<file path="src/rtl/rgb_breathe_pkg.sv">
// Shared types and colour codes for the breathe PWM driver and the colour sequencer.
package rgb_breathe_pkg;

  typedef enum logic [2:0] {
    IDLE      = 3'd0,
    RAMP_UP   = 3'd1,
    HOLD      = 3'd2,
    RAMP_DOWN = 3'd3,
    DONE      = 3'd4
  } breathe_state_t;

  // bit0 = red, bit1 = green, bit2 = blue
  localparam logic [2:0] COLOR_OFF   = 3'b000;
  localparam logic [2:0] COLOR_RED   = 3'b001;
  localparam logic [2:0] COLOR_GREEN = 3'b010;
  localparam logic [2:0] COLOR_BLUE  = 3'b100;
  localparam logic [2:0] COLOR_WHITE = 3'b111;

endpackage

</file>
<file path="src/rtl/pwm_period_timer.sv">
// Free-running PWM counter with a period-boundary strobe and a clearable period counter.
module pwm_period_timer #(
  parameter int PWM_BITS = 8,
  parameter int PER_W    = 8
) (
  input  logic                clk,
  input  logic                reset_n,
  input  logic                per_clr_i,
  output logic [PWM_BITS-1:0] pcnt_o,
  output logic                boundary_o,
  output logic [PER_W-1:0]    per_o
);

  logic [PWM_BITS-1:0] pcnt_q, pcnt_d;
  logic [PER_W-1:0]    per_q, per_d;

  always_comb begin
    pcnt_d     = pcnt_q + PWM_BITS'(1);
    boundary_o = (pcnt_q == '1);
    per_d      = per_q;
    // A clear wins over a boundary on the same edge, so per restarts at 0.
    if (per_clr_i) begin
      per_d = '0;
    end else if (boundary_o) begin
      per_d = per_q + PER_W'(1);
    end
  end

  always_ff @(posedge clk or negedge reset_n) begin
    if (!reset_n) begin
      pcnt_q <= '0;
      per_q  <= '0;
    end else begin
      pcnt_q <= pcnt_d;
      per_q  <= per_d;
    end
  end

  assign pcnt_o = pcnt_q;
  assign per_o  = per_q;

endmodule

</file>
<file path="src/rtl/rgb_breathe_pwm.sv">
// Runs one shared breathe envelope (up, hold, down) per accepted colour and drives
// three PWM LED outputs; colour changes only take effect between envelopes.
module rgb_breathe_pwm
  import rgb_breathe_pkg::*;
#(
  parameter int PWM_BITS     = 8,
  parameter int STEP_PERIODS = 4,
  parameter int HOLD_PERIODS = 64
) (
  input  logic       clk,
  input  logic       reset_n,
  input  logic [2:0] color_i,
  input  logic       color_valid_i,
  output logic       color_ready_o,
  output logic       red_led,
  output logic       green_led,
  output logic       blue_led,
  output logic       busy_o,
  output logic       cycle_done_o,
  output logic [2:0] dbg_state_o
);

  localparam int PER_MAX = (HOLD_PERIODS > STEP_PERIODS) ? HOLD_PERIODS : STEP_PERIODS;
  localparam int PER_W   = $clog2(PER_MAX) + 1;
  localparam logic [PWM_BITS-1:0] LVL_MAX   = '1;
  localparam logic [PER_W-1:0]    STEP_LAST = PER_W'(STEP_PERIODS - 1);
  localparam logic [PER_W-1:0]    HOLD_LAST = PER_W'(HOLD_PERIODS - 1);

  breathe_state_t      state_q, state_d;
  logic [PWM_BITS-1:0] level_q, level_d;
  logic [2:0]          color_q, color_d;
  logic [2:0]          led_q, led_d;
  logic                ready_q, ready_d;
  logic                busy_q, busy_d;
  logic                done_q, done_d;

  logic [PWM_BITS-1:0] pcnt;
  logic [PER_W-1:0]    per;
  logic                boundary;
  logic                per_step;
  logic                per_clr;
  logic [PWM_BITS-1:0] lvl_inc, lvl_dec;

  pwm_period_timer #(
    .PWM_BITS (PWM_BITS),
    .PER_W    (PER_W)
  ) u_timer (
    .clk        (clk),
    .reset_n    (reset_n),
    .per_clr_i  (per_clr),
    .pcnt_o     (pcnt),
    .boundary_o (boundary),
    .per_o      (per)
  );

  // Handshake: a colour transfers on a rising edge where color_valid_i and
  // color_ready_o are both 1; ready is registered and high only in IDLE, so
  // valid outside IDLE is simply held by the sender until the envelope ends.
  always_comb begin
    state_d  = state_q;
    level_d  = level_q;
    color_d  = color_q;
    per_step = 1'b0;
    lvl_inc  = (level_q == LVL_MAX) ? LVL_MAX : level_q + PWM_BITS'(1);
    lvl_dec  = (level_q == '0) ? '0 : level_q - PWM_BITS'(1);

    case (state_q)
      IDLE: begin
        level_d = '0;
        if (color_valid_i && ready_q) begin
          color_d = color_i;
          state_d = (color_i == COLOR_OFF) ? DONE : RAMP_UP;
        end
      end
      RAMP_UP: begin
        if (boundary && (per == STEP_LAST)) begin
          per_step = 1'b1;
          level_d  = lvl_inc;
          if (lvl_inc == LVL_MAX) state_d = HOLD;
        end
      end
      HOLD: begin
        if (boundary && (per == HOLD_LAST)) state_d = RAMP_DOWN;
      end
      RAMP_DOWN: begin
        if (boundary && (per == STEP_LAST)) begin
          per_step = 1'b1;
          level_d  = lvl_dec;
          if (lvl_dec == '0) state_d = DONE;
        end
      end
      DONE:    state_d = IDLE;
      default: state_d = IDLE;
    endcase

    per_clr = per_step || (state_d != state_q);
    ready_d = (state_d == IDLE);
    busy_d  = (state_d == RAMP_UP) || (state_d == HOLD) || (state_d == RAMP_DOWN);
    done_d  = (state_d == DONE);

    for (int i = 0; i < 3; i++) begin
      led_d[i] = (pcnt < level_q) && color_q[i];
    end
  end

  always_ff @(posedge clk or negedge reset_n) begin
    if (!reset_n) begin
      state_q <= IDLE;
      level_q <= '0;
      color_q <= '0;
      led_q   <= '0;
      ready_q <= 1'b0;
      busy_q  <= 1'b0;
      done_q  <= 1'b0;
    end else begin
      state_q <= state_d;
      level_q <= level_d;
      color_q <= color_d;
      led_q   <= led_d;
      ready_q <= ready_d;
      busy_q  <= busy_d;
      done_q  <= done_d;
    end
  end

  assign color_ready_o = ready_q;
  assign busy_o        = busy_q;
  assign cycle_done_o  = done_q;
  assign red_led       = led_q[0];
  assign green_led     = led_q[1];
  assign blue_led      = led_q[2];
  assign dbg_state_o   = state_q;

endmodule

</file>
<file path="config.mk">
export PLATFORM = sky130hd
export DESIGN_NAME = rgb_breathe_pwm
export DESIGN_NICKNAME = d
export VERILOG_FILES = /design/src/rtl/rgb_breathe_pkg.sv /design/src/rtl/pwm_period_timer.sv /design/src/rtl/rgb_breathe_pwm.sv
export SDC_FILE = /design/constraint.sdc
export NUM_CORES = 1
export LEC_CHECK = 0
export CORE_UTILIZATION = 50
export DETAILED_ROUTE_END_ITERATION = 10
export GPL_ROUTABILITY_DRIVEN = 0
export PLACE_DENSITY = 0.76
export SLEW_MARGIN = 10
export SYNTH_ARGS = -nofsm -noshare
export SYNTH_HDL_FRONTEND = slang
export SYNTH_SLANG_ARGS = --single-unit
</file>
<file path="constraint.sdc">
create_clock -name clk -period 2.16 [get_ports clk]
set_clock_uncertainty 0.05 [all_clocks]
set_input_delay 0.648 -clock clk [delete_from_list [all_inputs] [get_ports clk]]
set_output_delay 0.648 -clock clk [all_outputs]
set_load 0.1 [all_outputs]
</file>
Yosys cells after proc, flatten, opt, wreduce, memory -nomap -nowiden. Cells that the tools add are included.

Bits in registers: 35. Output and inout bits: 9. Word-level logic and storage cells: 65. Memories kept: 0. RAM bits: 0. Bits in latches: 0. Bits in read-only memories: 0.

Mux-type cells: 17. Div/mod/pow operators: 0. Shifts and indexed selects: 0. Bitwise logic cells: 0. $lt $le $gt $ge: 1. Equal/unequal tests: 15. $add $sub $neg: 4. Multiply operators: 0. Reduce and logical (&&, ||, !) cells: 19.

Operator list (number): 8-bit 2-to-1 mux (4); 8-bit == test, second input constant (3); 8-bit one-hot mux with 3 select lines (1); 3-bit 2-to-1 mux (7); 8-bit by 1-bit adder with 8-bit output, second input constant (2); 8-bit zero test (2); 7-bit 2-to-1 mux (2); 3-bit by 2-bit == test with 1-bit output, second input constant (4); 3-bit one-hot mux with 4 select lines (1); 3-bit zero test (3); 8-bit less-than comparator (1); 8-bit by 1-bit subtractor with 8-bit output, second input constant (1); 7-bit by 1-bit adder with 7-bit output, second input constant (1); 7-bit by 2-bit == test with 1-bit output, second input constant (1); 7-bit by 6-bit == test with 1-bit output, second input constant (1); 3-bit by 1-bit == test with 1-bit output, second input constant (2); 1-bit logical AND (6); 2-bit != test, second input constant (2); 3-bit == test, second input constant (1); 1-bit logical OR (3); 3-bit != test (1); 3-bit AND reduction (1); 3-bit nonzero test (1); 1-bit 2-to-1 mux (2); other kinds (3) (3).

Logic depth before layout (Yosys ltp). Gate-level depths: netlist (run 1).

Depth after elaboration: 9. Gate-level depth with buffers: 10. Gate-level depth less buffers: 8.

Modules after synthesis. From an unflattened synthesis (run 1), not the netlist that was laid out.

Cells, all modules: 245. Area total of the unflattened synthesis: 2321.0 µm².

Modules (own cells, without submodules): rgb_breathe_pwm (area each 1616.6 µm², instances 1, cells each 178); pwm_period_timer (area each 704.4 µm², instances 1, cells each 67).

Worst setup path before layout (run 1). Ideal clock, no wire load.

Path type: reg2reg. Start: reg level_q[0]. End: reg busy_q (netlist: busy_o). Stages on the path, launching flop included: 11. Data arrival time: 2239 ps. Setup slack: -247 ps. Clock period less this slack: 2407 ps. Required time: 1992 ps. Cell sequence: dfrtp_1 -> clkbuf_1 -> inv_1 -> ha_1 -> clkbuf_1 -> or4b_1 -> a21oi_1 -> nand2_1 -> nor4_4 -> nand3_1 -> a21o_1.

Word-level cells in the longest chain between the ends: 9. Elaborated cells on any way between the ends: 18.

RTL lines: start, declared (line rgb_breathe_pwm.sv:30) `logic [PWM_BITS-1:0] level_q, level_d;`; start signal, assigned (line rgb_breathe_pwm.sv:117) `level_q <= level_d;`; 8-bit by 1-bit adder with 8-bit output, or another cell as far along (line rgb_breathe_pwm.sv:64) `lvl_inc = (level_q == LVL_MAX) ? LVL_MAX : level_q + PWM_BITS'(1);`; 8-bit 2-to-1 mux (on tied branches) (line rgb_breathe_pwm.sv:64, rgb_breathe_pwm.sv:65); 8-bit == test / 8-bit zero test (equally long branches) (line rgb_breathe_pwm.sv:79, rgb_breathe_pwm.sv:89); 3-bit 2-to-1 mux (on tied branches) (line rgb_breathe_pwm.sv:79, rgb_breathe_pwm.sv:89); 3-bit 2-to-1 mux (on tied branches) (line rgb_breathe_pwm.sv:76, rgb_breathe_pwm.sv:86); 3-bit one-hot mux with 4 select lines (*) (line rgb_breathe_pwm.sv:67) `case (state_q)`; 3-bit by 1-bit == test with 1-bit output / 3-bit by 2-bit == test with 1-bit output (equally long branches) (line rgb_breathe_pwm.sv:98) `busy_d = (state_d == RAMP_UP) || (state_d == HOLD) || (state_d == RAMP_DOWN);`; 1-bit logical OR (line rgb_breathe_pwm.sv:98); 1-bit logical OR (*) (line rgb_breathe_pwm.sv:98); via busy_d (line rgb_breathe_pwm.sv:34) `logic busy_q, busy_d;`; end signal, assigned (line rgb_breathe_pwm.sv:121) `busy_q <= busy_d;`; end, declared (line rgb_breathe_pwm.sv:34).

The timed path passes the listed nets; every way through them passes the cells marked *. A chain may end at the register's enable or synchronous reset.

Worst setup path in the final report (run 1).
Start: reg level_q[4]. End: reg busy_q (netlist: busy_o).

Same word-level chain as after synthesis.

==> flow_summary.ini, run 1 <==
[run_status]
status = finished, violations left
violations = negative setup slack

[yosys]
synth.most_common_cell = dfrtp_1
async_reset_ff_frac = 1.00
syn_area_um2 = 2210
ys_types = 48
ys_ff_latch = 35
synth_top_area_share = 0.396
synth_nets = 265
seq_area_frac_synth = 0.396
synthTopCellsByCount = dfrtp_1 (35), nand2_1 (20), nor2_1 (19), o21ai_0 (19), nand3_1 (16)
synthCells = 247
synth_edf_count = 0
synth_area_leaders = dfrtp_1 (40%), ha_1 (6.8%), xnor2_1 (4.4%)
synth_warnings = 0
synth_flop_cell = dfrtp_1
syn_avg_cell_area_um2 = 8.95
synth_largest_area_cell = dfrtp_1

[setup_path]
cp-startpoint = level_q[4]
critPathMaxStageDelay_ns = 0.52
crit_buf_inv = 1
endpoint_kind = flip-flop
crit_type = flip-flop to flip-flop
reg2reg_from = level_q[4]
path_cells = buf_4 -> or4b_4 -> a21oi_4 -> nand2_2 -> nor4_4 -> nand3_1 -> a21o_1
start_kind = flip-flop
cpLargestDelayFamily = simple AND/OR/NAND/NOR gates
cp_slowest_cell = or4b_4
worstPathRequired_ns = 2.30
cp_max_fo = 7
critical_path_arrival_ns = 2.36

[clocking]
cts_tree = yes
cts-root-buf = clkbuf_8
clkTransAtPathRegs_ns = 0.07
h-tree-depth = 2
cts_buffer_depth = 2
cts.sink_count = 35
clock_latency_ns = 0.29
numCtsBuffers = 5
cts_hold_buf = 0

[detailed_routing]
wl_mm = 5.83
wl_per_cell_um = 16.9
drtPass1Iterations = 5
vias_per_cell = 6.11
drc = 0
num_vias = 2107
postRouteAntennaNets = 0
drt_first_iter_violations = 173

[place]
io_buffer_count = 14
dp_slack_ns = -0.0227
dp_hpwl_mm = 4.03

[global_routing]
overflow = 0
grt_pass1_vias = 1934
antenna_found_initial = 0
grt_pass1_wl_mm = 9.18
globalRouteTotalUtil = 0.276
grt_max_degree = 36

[finish]
synthToLayoutAreaGrowth_pct = 32.5
final_nets = 312
diodes = 0
drive_gt1_frac = 0.278

[sta]
drv_slew = 0
fin_crit_sh = 1.03
min_period_ns = 2.22
hold_violations = 0
hold_ws_ns = 0.438
setup_slack_ns = -0.0604
worst_pin_slew_ns = 0.407
finalSetupViolations = 10
max_freq_ghz = 0.450
rsz0062_at_grt = yes
max_slew_margin = 0.728

[die]
die-area_um2 = 4690
num_rows = 23
fp.dieH_um = 68.5
design.core.area_um2 = 4120
start_util = 0.537
die_w_um = 68.5
ios = 15

[job]
cap_viol_max_count = 0

[power_and_ir_drop]
powerDensity_nw_per_um2 = 403
p_leak_nw = 1.32
p_total_mw = 1.18
ir_drop_v = 0.000337

[hold_path]
hold_path.class = flip-flop to flip-flop
hp-start = color_q[0]
## per-layer routing
metal  vias up  track usage  part of all wire
met2        85        0.438              0.49
li1        988            -                 -
met5         -            0                 0
met1      1014        0.357              0.42
met4         0        0.125             0.024
met3        20       0.0641             0.062
## area by class of cell
cell class              instances  area (um2)
well taps                      50        62.6
fillers                       308        1180
flip-flops and latches         35         881
clock buffers                   7        86.3
clock inverters                 1        5.00
repair buffers                 51         532
multi-input cells             189        1320
inverters                      12        45.0
## worst paths after layout
check / endpoint / slack [ns] / depth (start not counted)
max: busy_o / -0.06 / 7
min: led_q[0] / 0.44 / 1
max reg2reg: busy_o / -0.06 / 7
min reg2reg: led_q[0] / 0.44 / 1
max in group asynchronous: dbg_state_o[1] / 1.20 / 2
min in group asynchronous: level_q[5] / 0.67 / 2
## power breakdown
part           switching (mW)  leakage, nW  internal (mW)  total, mW
registers                   0        0.459          0.655      0.655
clock network           0.241       0.0482          0.257      0.498
logic                  0.0159        0.809         0.0128     0.0287
## layout by cell type, fill, tap and decap left out, types with 5 or more instances in the layout
master / instances
xnor2_1: 11
nand3_1: 16
clkdlybuf4s50_1: 5
dfrtp_1: 31
and3_1: 6
or3_1: 5
inv_1: 10
buf_12: 10
nand4_1: 5
ha_1: 11
nor2_1: 16
nor3_1: 6
buf_4: 33
a31oi_1: 5
clkbuf_8: 6
a21oi_1: 13
o21ai_0: 16
nand2_1: 19
## sequential cells by signal (all words and copies together) (netlist names)
name            cells
busy_o              1
cycle_done_o        1
led_q               3
u_timer.per_o       7
color_ready_o       1
color_q             3
u_timer.pcnt_o      8
dbg_state_o         3
level_q             8
## worst reg2reg max path: cells and delay by family, from the launching register on
kind                   cells  cell delay [ns]
and+or+nand+nor            4             1.13
DFF                        1             0.43
AOI/OAI and AO/OA          2             0.34
buffers and inverters      1             0.17
## timing repair
| item | in CTS | in global routing |
|---|---|---|
| pin swaps | 4 | 5 |
| resized for setup | 9 | 13 |
| endpoints found under the setup margin | 9 | 18 |
| setup buffers | 4 | 0 |
## cell families after synthesis
| family | after synthesis | synth area share |
|---|---|---|
| and+or+nand+nor | 99 | 0.244 |
| adders and majority gates | 12 | 0.0679 |
| AOI/OAI and AO/OA | 59 | 0.168 |
| DFF | 35 | 0.396 |
| muxes | 5 | 0.0249 |
| xor gates and xnor gates | 14 | 0.0555 |
| buffers and inverters | 23 | 0.0441 |
## through the flow
step	instances	utilization	TNS, ns	area, um2
2_1_floorplan	247	-	-0.398	2240
3_3_place_gp	333	0.662	0	2730
3_5_place_dp	333	0.662	-0.0582	2730
4_1_cts	345	0.702	-0.000387	2890
5_1_grt	345	0.712	-1.18	2930
6_report	345	0.712	-0.253	2930
(Power assumes the default switching activity.)
==> run 2, diff against run 1 <==
CORE_UTILIZATION = 53   (was 50)
PLACE_DENSITY = 0.8   (was 0.76)
==> flow_summary.ini, run 2 (synthesis results as in run 1) <==
[run_status]
status = finished, violations left
violations = negative setup slack

[sta]
finalSetupViolations = 2
tns_ns = -0.112
setup_slack_ns = -0.0889
hold_violations = 0
max_slew_margin = 0.758
rsz0062_at_grt = yes
min_period_ns = 2.25
worst_pin_slew_ns = 0.363
drv_slew = 0
max_freq_ghz = 0.445
fin_crit_sh = 1.04

[global_routing]
overflow = 0
grt_pass1_wl_mm = 8.81
grt_max_degree = 36
antenna_found_initial = 0
grt_pass1_vias = 1907
globalRouteTotalUtil = 0.273

[setup_path]
reg2reg_from = level_q[2]
r2r_end = busy_o
endpoint_kind = flip-flop
worstPathRequired_ns = 2.28
critical_path_arrival_ns = 2.37
start_kind = flip-flop
path_cells = nor4_2 -> and3_1 -> mux2_4 -> nor4_4 -> nand3_1 -> a21o_1
cp_slowest_cell = dfrtp_1
crit_type = flip-flop to flip-flop
cp_max_fo = 4
reg2reg_depth = 6
r2r_slack_ns = -0.09
critPathMaxStageDelay_ns = 0.43

[clocking]
clkTransAtPathRegs_ns = 0.07
cts_tree = yes
clock_latency_ns = 0.29
cts_buffer_depth = 2
numCtsBuffers = 5
cts.sink_count = 35
h-tree-depth = 2
cts-root-buf = clkbuf_8

[die]
design.core.area_um2 = 4000
fp.dieH_um = 66.6
num_rows = 23
die-area_um2 = 4430
ios = 15
start_util = 0.553
die_w_um = 66.6

[power_and_ir_drop]
p_leak_nw = 1.30
powerDensity_nw_per_um2 = 418
ir_drop_v = 0.000373

[detailed_routing]
wl_per_cell_um = 16.7
drc = 0
postRouteAntennaNets = 0
vias_per_cell = 6.21
wl_mm = 5.71
drtPass1Iterations = 5
drt_first_iter_violations = 255
num_vias = 2130

[finish]
layout_common_cells = dfrtp_1 (32), buf_4 (32), nand2_1 (19), nor2_1 (19), o21ai_0 (18)
synthToLayoutAreaGrowth_pct = 31.2
diodes = 0
drive_gt1_frac = 0.266
final_cells = 343
fillers = 266
final_nets = 310

[place]
dp_hpwl_mm = 4.09
dp_slack_ns = -0.0632
post-place-cells = 329
io_buffer_count = 14

[job]
cap_viol_max_count = 0

[hold_path]
hold_path.class = primary input to async pin
==> run 2: changes by cell type in the layout (fill, tap and decap cells not counted), moves of 2 or more <==
cell / change
nor2_2: -3
o21ai_1: -2
nor4_2: +2
nor2_1: +3
o21ai_0: +2
==> run 2: metal layers <==
layer | wire (um) | vias to the layer above | share of wire | global-route usage
met5 | 0 | - | 0 | 0
met4 | 195 | 0 | 0.034 | 0.106
met3 | 448 | 35 | 0.078 | 0.0753
met2 | 2690 | 110 | 0.47 | 0.424
met1 | 2380 | 994 | 0.42 | 0.357
li1 | - | 991 | - | -
==> run 2: power breakdown <==
group          switching (mW)  total, mW  internal, mW
registers                   0      0.655         0.655
clock network           0.240      0.530         0.290
logic                  0.0158     0.0278        0.0119
==> run 2: timing repair <==
| item | CTS | global route |
|---|---|---|
| pin swaps | 8 | 4 |
| setup endpoints to repair | 9 | 14 |
| resized for setup | 5 | 8 |
| setup buffers | 4 | 2 |
| hold buffers | 0 | 0 |
==> run 2: critical path: cells and delay by family, from the launching register on <==
| family | cells | cell delay (ns) |
|---|---|---|
| flops | 1 | 0.43 |
| simple gates | 4 | 1.09 |
| compound gates | 1 | 0.21 |
| mux | 1 | 0.34 |
==> run 2: cell type report <==
cell class | count | area (um2) | share of cell area
flip-flops and latches | 35 | 880 | 0.303
clock inverters | 1 | 7.51 | 0.00259
repair buffers | 49 | 508 | 0.175
inverters | 12 | 45.0 | 0.0155
clock buffers | 7 | 96.3 | 0.0332
well taps | 50 | 62.6 | 0.0216
multi-input cells | 189 | 1300 | 0.449
==> run 2: worst max-delay path by stage <==
stage,start,cells after the start,end
floorplan,level_q[0],10,busy_o
CTS,level_q[3],7,u_timer.per_o[1]
finish,level_q[2],6,busy_o
global route,level_q[1],8,busy_o
detailed placement,level_q[1],8,u_timer.per_o[1]
global placement,level_q[1],8,u_timer.per_o[1]
==> run 2: through the flow <==
| stage | utilization | hold slack [ns] | total power, mW | cell area (um2) |
|---|---|---|---|---|
| floorplan | - | 0.302 | 0.669 | 2240 |
| global placement | 0.673 | 0.423 | 0.696 | 2690 |
| detailed placement | 0.673 | 0.434 | 0.696 | 2690 |
| CTS | 0.710 | 0.256 | 1.22 | 2840 |
| global route | 0.725 | 0.257 | 1.25 | 2900 |
| finish | 0.725 | 0.244 | 1.21 | 2900 |
